$ cat config.mk
export PLATFORM = sky130hd
export DESIGN_NAME = mem_fifo_ctrl
export DESIGN_NICKNAME = d
export VERILOG_FILES = /design/src/rtl/mem_fifo_ctrl_pkg.sv /design/src/rtl/mem_fifo_ctrl.sv
export SDC_FILE = /design/constraint.sdc
export NUM_CORES = 1
export LEC_CHECK = 0
export BUFFER_PORTS_ARGS = -buffer_cell sky130_fd_sc_hd__clkbuf_2
export CAP_MARGIN = 10
export CORE_MARGIN = 1
export CORE_UTILIZATION = 46
export DETAILED_ROUTE_END_ITERATION = 10
export GPL_TIMING_DRIVEN = 0
export PLACE_DENSITY_LB_ADDON = 0.1
export RECOVER_POWER = 100
export SYNTH_ARGS = -nofsm -noshare
export SYNTH_HDL_FRONTEND = slang
export SYNTH_SLANG_ARGS = --single-unit
$ cat constraint.sdc
create_clock -name clk -period 2.5 [get_ports clk]
set_clock_uncertainty 0.05 [all_clocks]
set_input_delay 0.5 -clock clk [delete_from_list [all_inputs] [get_ports clk]]
set_output_delay 0.5 -clock clk [all_outputs]
set_load 0.005 [all_outputs]
$ cat src/rtl/mem_fifo_ctrl_pkg.sv
// Shared sizing for the FIFO controller and the 128x8 single-port memory it drives.
package mem_fifo_ctrl_pkg;

  localparam int DATA_W = 8;
  localparam int ADDR_W = 7;
  localparam int DEPTH  = 2 ** ADDR_W;
  localparam int CNT_W  = ADDR_W + 1;

  // Occupancy value at which the memory holds DEPTH entries.
  localparam logic [CNT_W-1:0] MEM_FULL = CNT_W'(DEPTH);

endpackage

$ cat src/rtl/mem_fifo_ctrl.sv
// FIFO controller in front of a single-port synchronous memory with a
// 1-cycle registered read. Memory plus one output holding register gives
// DEPTH+1 words of storage. Reads take the memory slot ahead of writes
// because the memory ignores wen while ren is high.
module mem_fifo_ctrl
  import mem_fifo_ctrl_pkg::*;
(
  input  logic              clk,
  input  logic              rst_n,
  input  logic              in_valid,
  output logic              in_ready,
  input  logic [DATA_W-1:0] in_data,
  output logic              out_valid,
  input  logic              out_ready,
  output logic [DATA_W-1:0] out_data,
  output logic [CNT_W-1:0]  count,
  output logic              full,
  output logic              empty,
  output logic              mem_ren,
  output logic              mem_wen,
  output logic [ADDR_W-1:0] mem_addr,
  output logic [DATA_W-1:0] mem_din,
  input  logic [DATA_W-1:0] mem_dout
);

  logic [ADDR_W-1:0] wr_ptr_q, wr_ptr_d;
  logic [ADDR_W-1:0] rd_ptr_q, rd_ptr_d;
  logic [CNT_W-1:0]  mem_cnt_q, mem_cnt_d;
  logic              rd_pending_q, rd_pending_d;
  logic              out_valid_q, out_valid_d;
  logic [DATA_W-1:0] out_data_q, out_data_d;

  logic rd_go;
  logic wr_go;

  // Memory-port arbitration: a read is issued only when the output slot and
  // the read pipeline are both free; writes take whatever slots remain.
  always_comb begin
    rd_go    = (mem_cnt_q != '0) && !rd_pending_q && !out_valid_q;
    in_ready = rst_n && (mem_cnt_q < MEM_FULL) && !rd_go;
    wr_go    = in_valid && in_ready;
    mem_ren  = rst_n && rd_go;
    mem_wen  = wr_go;
    mem_addr = rd_go ? rd_ptr_q : wr_ptr_q;
    mem_din  = in_data;
  end

  // Next-state: pointer/count bookkeeping, read capture and pop.
  always_comb begin
    wr_ptr_d     = wr_ptr_q;
    rd_ptr_d     = rd_ptr_q;
    mem_cnt_d    = mem_cnt_q;
    rd_pending_d = rd_pending_q;
    out_valid_d  = out_valid_q;
    out_data_d   = out_data_q;

    if (rd_go) begin
      rd_ptr_d     = rd_ptr_q + 1'b1;
      mem_cnt_d    = mem_cnt_q - 1'b1;
      rd_pending_d = 1'b1;
    end else if (wr_go) begin
      wr_ptr_d  = wr_ptr_q + 1'b1;
      mem_cnt_d = mem_cnt_q + 1'b1;
    end

    // rd_pending and out_valid are never high together, so capture and pop
    // cannot collide.
    if (rd_pending_q) begin
      out_data_d   = mem_dout;
      out_valid_d  = 1'b1;
      rd_pending_d = 1'b0;
    end else if (out_valid_q && out_ready) begin
      out_valid_d = 1'b0;
    end
  end

  // State register with synchronous active-low reset; an in-flight read is dropped.
  always_ff @(posedge clk) begin
    if (!rst_n) begin
      wr_ptr_q     <= '0;
      rd_ptr_q     <= '0;
      mem_cnt_q    <= '0;
      rd_pending_q <= 1'b0;
      out_valid_q  <= 1'b0;
      out_data_q   <= '0;
    end else begin
      wr_ptr_q     <= wr_ptr_d;
      rd_ptr_q     <= rd_ptr_d;
      mem_cnt_q    <= mem_cnt_d;
      rd_pending_q <= rd_pending_d;
      out_valid_q  <= out_valid_d;
      out_data_q   <= out_data_d;
    end
  end

  // Status outputs: occupancy counts the word in flight and the output slot.
  always_comb begin
    out_valid = out_valid_q;
    out_data  = out_data_q;
    count     = mem_cnt_q + CNT_W'(rd_pending_q) + CNT_W'(out_valid_q);
    full      = (mem_cnt_q == MEM_FULL);
    empty     = (count == '0);
  end

endmodule
==> results of run 1 <==
power groups by stage:
stage                     clock network (mW)  logic, mW  registers, mW
final                                  0.547       2.01          0.781
after global routing                   0.582       2.24          0.795
after CTS                              0.559       1.86          0.778
after detailed placement                   0       1.59          0.763
after global placement                     0       1.57          0.763
after floorplan                            0       1.23          0.733
final cells by class:
type | instances | share of cell area [%]
repair buffers | 66 | 13.5
clock buffers | 7 | 3.63
well taps | 50 | 2.36
inverters | 8 | 1.42
flip-flops and latches | 32 | 24.9
clock inverters | 1 | 1.13
plain buffers | 15 | 4.11
multi-input cells | 154 | 48.9
sequential cells by signal (all words and copies together) (netlist names):
signal / flops
mem_cnt_q: 8
out_data: 8
out_valid: 1
rd_pending_q: 1
rd_ptr_q: 7
wr_ptr_q: 7
critical path: cells and delay by family (launching register included):
family | cells | cell delay [ps]
flops | 1 | 340
buf+inv | 4 | 360
xor+xnor | 1 | 150
fa+ha+maj | 2 | 500
simple gates | 3 | 490
layout by cell type (no fill, tap or decap), drive strengths merged, types with 6 or more instances in the layout:
| cell type | n |
|---|---|
| and2 | 13 |
| buf | 28 |
| clkbuf | 60 |
| dfxtp | 32 |
| ha | 9 |
| inv | 8 |
| mux2 | 7 |
| mux2i | 13 |
| nand2 | 14 |
| nand3 | 7 |
| nand4 | 6 |
| nor2b | 13 |
| o21ai | 7 |
| xnor2 | 16 |
cells in the mapped netlist, drive strengths merged, types with 2 or more instances:
library cell / n / share of area [%]
mux2i: 13 / 6.7
nor3: 5 / 1.3
nand3: 7 / 1.8
buf: 13 / 4.9
clkbuf: 4 / 0.77
o211a: 2 / 1.0
nand2: 14 / 2.8
xor2: 5 / 2.2
and2: 13 / 4.2
a211o: 3 / 1.4
nor2: 4 / 0.77
dfxtp: 32 / 33
and4: 2 / 0.90
o21ai: 7 / 1.8
a21oi: 3 / 0.77
mux2: 7 / 4.0
a211oi: 2 / 0.77
nor2b: 13 / 4.2
fa: 2 / 2.0
ha: 9 / 5.8
inv: 8 / 1.5
a21boi: 3 / 1.2
xnor2: 16 / 7.2
a21o: 2 / 0.77
nand4: 6 / 1.9
nor4: 3 / 1.7
o21a: 3 / 1.2
metrics by stage:
stage / instance area, µm² / power (mW) / TNS (ps)
2_1_floorplan: 1980 / 1.97 / -19.7
3_3_place_gp: 2270 / 2.33 / -642
3_5_place_dp: 2270 / 2.36 / -699
4_1_cts: 2560 / 3.20 / -289
5_1_grt: 2650 / 3.61 / -457
6_report: 2650 / 3.34 / -191
how the worst max path moves through the flow:
stage | start | to | slack, ps
after floorplan | mem_cnt_q[2] | mem_cnt_q[7] | -20
after CTS | rd_pending_q | empty | -290
after global placement | mem_cnt_q[2] | mem_cnt_q[7] | -240
final | rd_pending_q | empty | -190
after global routing | rd_pending_q | empty | -350
after detailed placement | rd_pending_q | empty | -260
layer usage:
| metal | vias to the layer above | share of wire (%) |
|---|---|---|
| met4 | 0 | 1.5 |
| met3 | 9 | 5.6 |
| met1 | 769 | 48 |
| li1 | 871 | - |
| met2 | 53 | 45 |
| met5 | - | 0 |
what timing repair did:
action / in CTS / in global routing
pin swaps: 6 / 12
gates resized for setup: 25 / 19
setup endpoints to repair: 17 / 16
setup buffers: 12 / 7
kinds of logic after synthesis:
kind of cell / Yosys count / share of synthesized area, %
simple gates: 72 / 21.4
xor+xnor: 21 / 9.41
buf+inv: 25 / 7.17
fa+ha+maj: 11 / 7.81
flops: 32 / 32.8
mux: 20 / 10.7
compound gates: 30 / 10.8
==> results.md, run 1 <==
* 60.2% — combinational group share of total power
* register — startpoint class of the critical path
* 360 ps — worst stage delay on the critical path
* 1950 ps — worst endpoint required time
* 0 — number of warnings issued by yosys
* 313 — Final Net Count
* 1260 nW/µm² — areal power density over the cells
* 0 — number of enable flip-flop cells after synthesis
* yes — unrepaired setup endpoints after global routing
* finished, violations left — run status
* primary output — type of element capturing the critical path
* 0 — total inserted antenna cells
* 2 — maximum fanout along the worst path
* 32 — sinks on the clock net
* 1950 µm² — total standard cell area after synthesis
* 16.4% — power share of the clock group
* 308 — placed instance count
* 23 — Core Rows
* 4 — number of search-and-repair iterations in the first detailed-routing pass
* 45 — Netlist cell types
* sky130_fd_sc_hd__dfxtp_1 — Main synth FF type
* 67.2 µm — Die H
* mem_dout[5] — source of the worst hold timing path
* in2reg — classification of the worst-slack hold path
* 372 MHz — timing-limited maximum frequency
* yes — clock tree from TritonCTS
* 2 — number of buffers on the longest clock path
* -191 ps — Worst Setup Slack, final
* 333 — final standard cell count with taps included and fillers excluded
* 11 — pin count of the biggest net entering global routing
* 0% — Synth async-reset ratio
* met2 — global routing's busiest layer
* mem_cnt_q[0] — Critical R2R Launch
* 48.5% — effective utilization at floorplan
* 10 — FF-to-FF path depth
* 661 µm² — total area of sequential cells
* 20.8% — global-route usage over all layers
* 332 — number of fillers in the final layout
* 4030 µm² — core area
* 39.6% — proportion of layout cells with a drive suffix above 1
* 67.2 µm — die boundary width
* 35.7% — relative area change from synthesis to final layout
* 65.8% — Finished Core Util
* 57 — Top Ports
* 0 — DR DRC count
* 0 — Final Max Tran Viols
* 32.9% — met2 Use GR
* 1503 — vias in the first global route
* 68.8% — Slew headroom
* 2 — htree depth
* 2140 ps — Worst EP arrival
* 1702 — total via count after detailed routing
* 13.2 µm — wire per inst
* 4.40 mm — Post-Route WL
* 1 — count of endpoints failing setup in the final report
* 0 — count of nets left with antenna violations after detail routing
* sky130_fd_sc_hd__clkbuf_8 — clock root cell
* 3 — worst hold path stage count
* 1.28 mW — total net switching power
* 6.08% — met3 Resource Use GR
* sky130_fd_sc_hd__fa_2 — library cell contributing the largest single delay on the critical path
* 108% — period utilisation layout
* -263 ps — Place WS
* 0 — Maximum Capacitance Violations
* 0.867 — weighted congestion reported at the end of routability-driven placement
* 242 — Synthesized Nets
* 0 — number of failing hold endpoints at the final stage
* 6.91 mm — first-pass GRT wire length
* 32 — flip-flop and latch count after synthesis
* 90 ps — worst setup slack for register-to-register paths
* 0.553 mV — IR Drop Worst-Case VDD
* 47 — number of buffers inserted by port buffering
* 211 — post-synthesis cell count
* 9.26 µm² — post-synthesis area per instance
* 56 — number of violations reported at the end of detailed-routing iteration 0
* 38.4% — Switching Fraction
* 1.18 nW — leak pwr
* mem_cnt_q[6] — worst reg2reg endpoint
* buf_6, inv_4, fa_2, inv_2, ha_4, nand3_4, xnor2_2, nor4_2, nor4b_2, buf_2 — ordered cell list for the critical path
* reg2out — path type of the worst setup path
* 290 ps — worst-skew pair later-pin latency
* 0 — initial antenna violation count
* 414 ps — Hold WS
* 5 — clock buffers created by TritonCTS
* 0 — CTS hold repair buffers
* 4510 µm² — overall die area
* 2.06 mW — Internal Power
* 23.4% — sequential group share of total power
* out_data[5] — Endpoint, Worst Hold
* 0 — overall overflow remaining after global route
* 5.11 — Avg Vias per Cell
* 466 ps — worst-margin pin slew
* 2690 ps — clock period minus final worst setup slack
* 26.7% — met1 Usage GRT
* 32.8% — register area share after synthesis
* setup timing — violated checks
* 3.02 mm — half-perimeter wire length after placement
* 1300 µm² — area of combinational cells with multiple inputs
* 70 ps — clock-pin slew on the worst setup and hold paths
Note: power is estimated with default switching activity, not from simulation.
==> run 2, diff against run 1 <==
--- a/config.mk
+++ b/config.mk
@@ -7,8 +7,10 @@
 export LEC_CHECK = 0
 export BUFFER_PORTS_ARGS = -buffer_cell sky130_fd_sc_hd__clkbuf_2
 export CAP_MARGIN = 10
+export CELL_PAD_IN_SITES_DETAIL_PLACEMENT = 1
+export CELL_PAD_IN_SITES_GLOBAL_PLACEMENT = 1
 export CORE_MARGIN = 1
-export CORE_UTILIZATION = 46
+export CORE_UTILIZATION = 35
 export DETAILED_ROUTE_END_ITERATION = 10
 export GPL_TIMING_DRIVEN = 0
 export PLACE_DENSITY_LB_ADDON = 0.1
==> run 2 against run 1 <==
Against the previous run:
- critical path depth decreased by 1
- sequential power up 3.1%
- global-route usage is 2.4 points lower
- critical path type unchanged
- routed wire length rose by 18%
- power fell by 2.2%
- clock power decreased by 31%
- fmax is 0.51% lower
- via count increased by 4.8%
- the flow still finishes with violations (setup timing)
- first-iteration DRC count rose by 8.9%
- highest routed layer unchanged
==> results.md, run 2 (synthesis gave the netlist of run 1 again) <==
* 41.6% — proportion of layout cells with a drive suffix above 1, +2.1 points
* 545 ps — worst-margin pin slew, +79.4 ps
* 5 — clock buffers created by TritonCTS, unchanged
* 1950 ps — worst endpoint required time, about the same
* 36.0% — relative area change from synthesis to final layout
* 1783 — total via count after detailed routing, +4.8%
* 3.26 mW — power after layout, -2.2%
* 76.7 µm — die boundary width, +14%
* 5890 µm² — overall die area, +30%
* yes — clock tree from TritonCTS
* 57 — Top Ports, unchanged
* register — startpoint class of the critical path
* 37.3% — effective utilization at floorplan, -11 points
* primary output — type of element capturing the critical path
* 3.60 mm — half-perimeter wire length after placement, +19%
* 370 MHz — timing-limited maximum frequency, -0.51%
* 0.741 — weighted congestion reported at the end of routability-driven placement, -15%
* 0 — total inserted antenna cells, unchanged
* 32 — sinks on the clock net, unchanged
* 5240 µm² — core area, +30%
* 0 — initial antenna violation count, unchanged
* 3 — worst hold path stage count, unchanged
* 8.56 mm — first-pass GRT wire length, +24%
* 18.4% — global-route usage over all layers, -2.4 points
* 5.18 mm — Post-Route WL, +18%
* 1 — count of endpoints failing setup in the final report, unchanged
* sky130_fd_sc_hd__clkbuf_8 — clock root cell
* sky130_fd_sc_hd__clkbuf_2, sky130_fd_sc_hd__dfxtp_1, sky130_fd_sc_hd__buf_4 — most frequent cells in the layout
* 70 ps — clock-pin slew on the worst setup and hold paths, about the same
* 0.521 mV — IR Drop Worst-Case VDD, -5.8%
* 5 — maximum fanout along the worst path, +3
* reg2out — path type of the worst setup path
* 1.18 nW — leak pwr, -0.20%
* 2 — htree depth, unchanged
* 0 — Final Max Tran Viols, unchanged
* sky130_fd_sc_hd__clkbuf_2 — leading cell type in the layout, fill and taps excluded
* 16 — pin count of the biggest net entering global routing, +5
* 280 ps — worst-skew pair later-pin latency, about the same
* in2reg — classification of the worst-slack hold path
* 0 — overall overflow remaining after global route, unchanged
* 0 — CTS hold repair buffers, unchanged
* finished, violations left — run status
* 1230 nW/µm² — areal power density over the cells, -2.4%
* -323 ps — Place WS, -59.8 ps
* 635 — number of fillers in the final layout, +91%
* 2700 ps — clock period minus final worst setup slack, +13.7 ps
* setup timing — violated checks
* 2 — number of buffers on the longest clock path, unchanged
* 4 — number of search-and-repair iterations in the first detailed-routing pass, unchanged
* 2150 ps — Worst EP arrival, about the same
* 413 ps — Hold WS, -0.935 ps
* 0 — Maximum Capacitance Violations, unchanged
* 50.7% — Finished Core Util, -15 points
* 0 — count of nets left with antenna violations after detail routing, unchanged
* 76.7 µm — Die H, +14%
* 26 — Core Rows, +13%
* -204 ps — Worst Setup Slack, final, -13.7 ps
* 108% — period utilisation layout, +0.55 points
* 63.7% — Slew headroom, -5.1 points
* 0 — number of failing hold endpoints at the final stage, unchanged
* 312 — Final Net Count, -0.32%
* 5.08 — Avg Vias per Cell, -0.61%
* 61 — number of violations reported at the end of detailed-routing iteration 0, +8.9%
* 1794 — vias in the first global route, +19%
* 10 — FF-to-FF path depth, unchanged
* 0 — DR DRC count, unchanged
* 14.8 µm — wire per inst, +12%
* yes — unrepaired setup endpoints after global routing
* 47 — number of buffers inserted by port buffering, unchanged
[run 2: cell types whose count changed in the layout (fill, tap and decap cells not counted), moves of 2 or more]
cell                       change
sky130_fd_sc_hd__clkbuf_2      +4
sky130_fd_sc_hd__clkbuf_1      -6
sky130_fd_sc_hd__buf_4         -4
sky130_fd_sc_hd__clkbuf_4      +5
sky130_fd_sc_hd__clkbuf_8      -2
sky130_fd_sc_hd__dfxtp_2       -3
sky130_fd_sc_hd__dfxtp_4       +3
[run 2: timing repair]
| action | in CTS | in global routing |
|---|---|---|
| setup buffers | 9 | 10 |
| endpoints found under the setup margin | 18 | 17 |
| gates resized for setup | 28 | 18 |
| pin swaps | 10 | 9 |
| hold endpoints to repair | 0 | 0 |
| gates cloned | 0 | 0 |
[run 2: worst max-delay path: stages (launching register included)]
cell,delay [ps]
sky130_fd_sc_hd__dfxtp_4,370
sky130_fd_sc_hd__inv_2,70
sky130_fd_sc_hd__fa_2,400
sky130_fd_sc_hd__inv_2,80
sky130_fd_sc_hd__ha_4,140
sky130_fd_sc_hd__nand3_4,60
sky130_fd_sc_hd__xnor2_2,140
sky130_fd_sc_hd__nor4_2,230
sky130_fd_sc_hd__nor4b_2,230
sky130_fd_sc_hd__buf_2,150
[run 2: layout make-up]
type	count	area, µm²	share of cell area (%)
Clock inverter	1	5.00	0.188
Inverter	8	32.5	1.22
Timing Repair Buffer	65	372	14.0
Clock buffer	6	72.6	2.73
Tap cell	70	87.6	3.30
Multi-Input combinational cell	154	1300	49.0
Sequential cell	32	668	25.1
Buffer	15	118	4.43
[run 2: stage by stage]
| stage | setup TNS (ps) | cell area [µm²] | cells |
|---|---|---|---|
| final | -204 | 2660 | 351 |
| after global placement | -747 | 2300 | 328 |
| after CTS | -453 | 2540 | 344 |
| after detailed placement | -944 | 2300 | 328 |
| after floorplan | -19.7 | 1980 | 211 |
| after global routing | -425 | 2660 | 351 |
[run 2: path summary, 6_finish.rpt]
kind / startpoint / to / slack, ps
worst max-delay path: mem_cnt_q[0] / empty / -200
worst min-delay path: in_valid / mem_cnt_q[7] / 410
worst max register to register: mem_cnt_q[2] / mem_cnt_q[6] / 30
worst min register to register: rd_ptr_q[6] / rd_ptr_q[6] / 450
[run 2: power breakdown]
group / internal (mW) / switching [mW]
logic: 1.11 / 0.976
clock network: 0.189 / 0.189
registers: 0.648 / 0.158
[run 2: metal layers]
layer | global-route usage (%) | vias up | part of all wire (%)
met2 | 32.1 | 55 | 50
met1 | 22.1 | 849 | 44
met3 | 4.88 | 5 | 5.0
met5 | 0 | - | 0
li1 | - | 874 | -
met4 | 5.19 | 0 | 0.79
==> run 3, diff against run 2 <==
--- a/config.mk
+++ b/config.mk
@@ -13,7 +13,7 @@
 export CORE_UTILIZATION = 35
 export DETAILED_ROUTE_END_ITERATION = 10
 export GPL_TIMING_DRIVEN = 0
-export PLACE_DENSITY_LB_ADDON = 0.1
+export PLACE_DENSITY_LB_ADDON = 0.2
 export RECOVER_POWER = 100
 export SYNTH_ARGS = -nofsm -noshare
 export SYNTH_HDL_FRONTEND = slang
==> run 3 against run 2 <==
Against the previous run:
- the run still ends with setup timing left
- final area rose by 2.9%
- sequential power decreased by 2%
- die area did not move
- via count is 0.28% higher
- flip-flop and latch count is the same
- critical path depth is 1 higher
- register-to-register slack improved by 40 ps
==> results.md, run 3 (synthesis gave the netlist of run 1 again) <==
* 0 — initial antenna violation count, unchanged
* in2reg — classification of the worst-slack hold path
* 290 ps — worst-skew pair later-pin latency, about the same
* 5.15 mm — Post-Route WL, -0.54%
* 39.9% — relative area change from synthesis to final layout
* 32 — sinks on the clock net, unchanged
* 630 — number of fillers in the final layout, -0.79%
* 5 — number of search-and-repair iterations in the first detailed-routing pass, +1
* 1.24 nW — leak pwr, +5.4%
* 11 — pin count of the biggest net entering global routing, -5
* 3.49 mW — power after layout, +6.9%
* 0 — number of failing hold endpoints at the final stage, unchanged
* 76.7 µm — die boundary width, unchanged
* 5 — clock buffers created by TritonCTS, unchanged
* 0.468 mV — IR Drop Worst-Case VDD, -10%
* 108% — period utilisation layout, +0.22 points
* 3.51 mm — half-perimeter wire length after placement, -2.4%
* sky130_fd_sc_hd__clkbuf_2, sky130_fd_sc_hd__buf_4, sky130_fd_sc_hd__dfxtp_1 — most frequent cells in the layout
* 1950 ps — worst endpoint required time, about the same
* 17.9% — global-route usage over all layers, -0.54 points
* 1280 nW/µm² — areal power density over the cells, +3.9%
* sky130_fd_sc_hd__clkbuf_8 — clock root cell
* 5 — maximum fanout along the worst path, unchanged
* 26 — Core Rows, unchanged
* yes — clock tree from TritonCTS
* buf_6, inv_1, fa_2, inv_2, ha_4, nand3_2, xnor2_2, nor4_1, nor4b_2, buf_2 — ordered cell list for the critical path
* primary output — type of element capturing the critical path
* register — startpoint class of the critical path
* 1772 — vias in the first global route, -1.2%
* 43.0% — proportion of layout cells with a drive suffix above 1, +1.3 points
* 321 — Final Net Count, +2.9%
* 0 — Maximum Capacitance Violations, unchanged
* yes — unrepaired setup endpoints after global routing
* 47 — number of buffers inserted by port buffering, unchanged
* 70 ps — clock-pin slew on the worst setup and hold paths, about the same
* 5240 µm² — core area, unchanged
* 5890 µm² — overall die area, unchanged
* 2740 µm² — finished layout cell area, +2.9%
* 370 ps — worst stage delay on the critical path, -30 ps
* 14.3 µm — wire per inst, -3.3%
* 0 — DR DRC count, unchanged
* 0 — overall overflow remaining after global route, unchanged
* 2 — number of buffers on the longest clock path, unchanged
* 0 — Final Max Tran Viols, unchanged
* 4 — Bufs and invs on worst path, +1
* 57 — Top Ports, unchanged
* 2300 µm² — placed inst area, unchanged
* 4.95 — Avg Vias per Cell, -2.5%
* setup timing — violated checks
* -210 ps — Worst Setup Slack, final, -5.50 ps
* 514 ps — worst-margin pin slew, -31.4 ps
* 8.27 mm — first-pass GRT wire length, -3.5%
* -210 ps — Total Neg Setup Slack, -5.50 ps
* sky130_fd_sc_hd__clkbuf_2 — leading cell type in the layout, fill and taps excluded
* 76.7 µm — Die H, unchanged
* 0.721 — weighted congestion reported at the end of routability-driven placement, -2.7%
* 37.3% — effective utilization at floorplan, unchanged
* 57 — number of violations reported at the end of detailed-routing iteration 0, -6.6%
* 2710 ps — clock period minus final worst setup slack, +5.50 ps
* reg2out — path type of the worst setup path
* 1 — count of endpoints failing setup in the final report, unchanged
* 369 MHz — timing-limited maximum frequency, -0.20%
* 52.2% — Finished Core Util, +1.5 points
* finished, violations left — run status
* 2160 ps — Worst EP arrival, about the same
* 65.6% — Slew headroom, +1.9 points
* simple AND/OR/NAND/NOR gates — cell family with most CP delay
* 361 — final standard cell count with taps included and fillers excluded, +2.8%
* 328 — placed instance count, unchanged
* 1788 — total via count after detailed routing, +0.28%
* 0 — CTS hold repair buffers, unchanged
* 0 — total inserted antenna cells, unchanged
* 2 — htree depth, unchanged
* sky130_fd_sc_hd__dfxtp_4 — library cell contributing the largest single delay on the critical path
* 0 — count of nets left with antenna violations after detail routing, unchanged
## run 3: changes by cell type in the layout (fill, tap and decap cells not counted), sizes merged
cell | previous run | this run
bufinv | 0 | 1
buf | 25 | 33
clkbuf | 61 | 62
## run 3: final cells by class
cell class	instances	area [µm²]	share of cell area, %
buffer	14	101	3.71
clock buffer	6	72.6	2.65
clock inverter	2	35.0	1.28
inverter	8	37.5	1.37
multi-input combinational	154	1280	46.9
sequential	32	662	24.2
tap	70	87.6	3.20
timing repair buffer	75	457	16.7
## run 3: per-layer routing
metal	global-route usage, %	vias to the layer above	wire length (µm)
li1	-	885	-
met1	21.8	838	2240
met2	31.1	59	2550
met3	4.76	6	304
met4	4.04	0	53
met5	0	-	0
## run 3: power breakdown
part	internal, mW	switching [mW]	leakage (nW)
Combinational	1.21	0.999	0.921
Clock	0.296	0.194	0.0552
Sequential	0.643	0.148	0.266
## run 3: what timing repair did
item / in CTS / in global routing
setup endpoints to repair: 18 / 13
pin swaps: 9 / 9
buffers inserted: 9 / 19
resized for setup: 24 / 30
## run 3: metrics by stage
step                setup WS [ps]  hold slack (ps)
finish                       -210              417
global placement             -271              439
global route                 -354              421
detailed placement           -332              447
floorplan                   -19.7              404
CTS                          -237              418
## run 3: worst paths after layout
check | slack (ps) | from | to | cells past startpoint
worst max register to register | 70 | mem_cnt_q[2] | mem_cnt_q[6] | 11
worst min-delay path | 420 | in_valid | mem_cnt_q[7] | 3
worst max-delay path | -210 | rd_pending_q | empty | 10
worst min register to register | 470 | rd_ptr_q[6] | rd_ptr_q[6] | 2
## run 3: worst register-to-register path, cell delays in order (launching register included)
cell,delay [ps]
sky130_fd_sc_hd__dfxtp_4,350
sky130_fd_sc_hd__nor4_4,310
sky130_fd_sc_hd__a211o_2,220
sky130_fd_sc_hd__buf_6,120
sky130_fd_sc_hd__inv_8,40
sky130_fd_sc_hd__buf_6,120
sky130_fd_sc_hd__ha_4,240
sky130_fd_sc_hd__o21a_1,160
sky130_fd_sc_hd__o31a_1,110
sky130_fd_sc_hd__o21a_1,190
sky130_fd_sc_hd__o21a_1,180
sky130_fd_sc_hd__o32ai_1,240
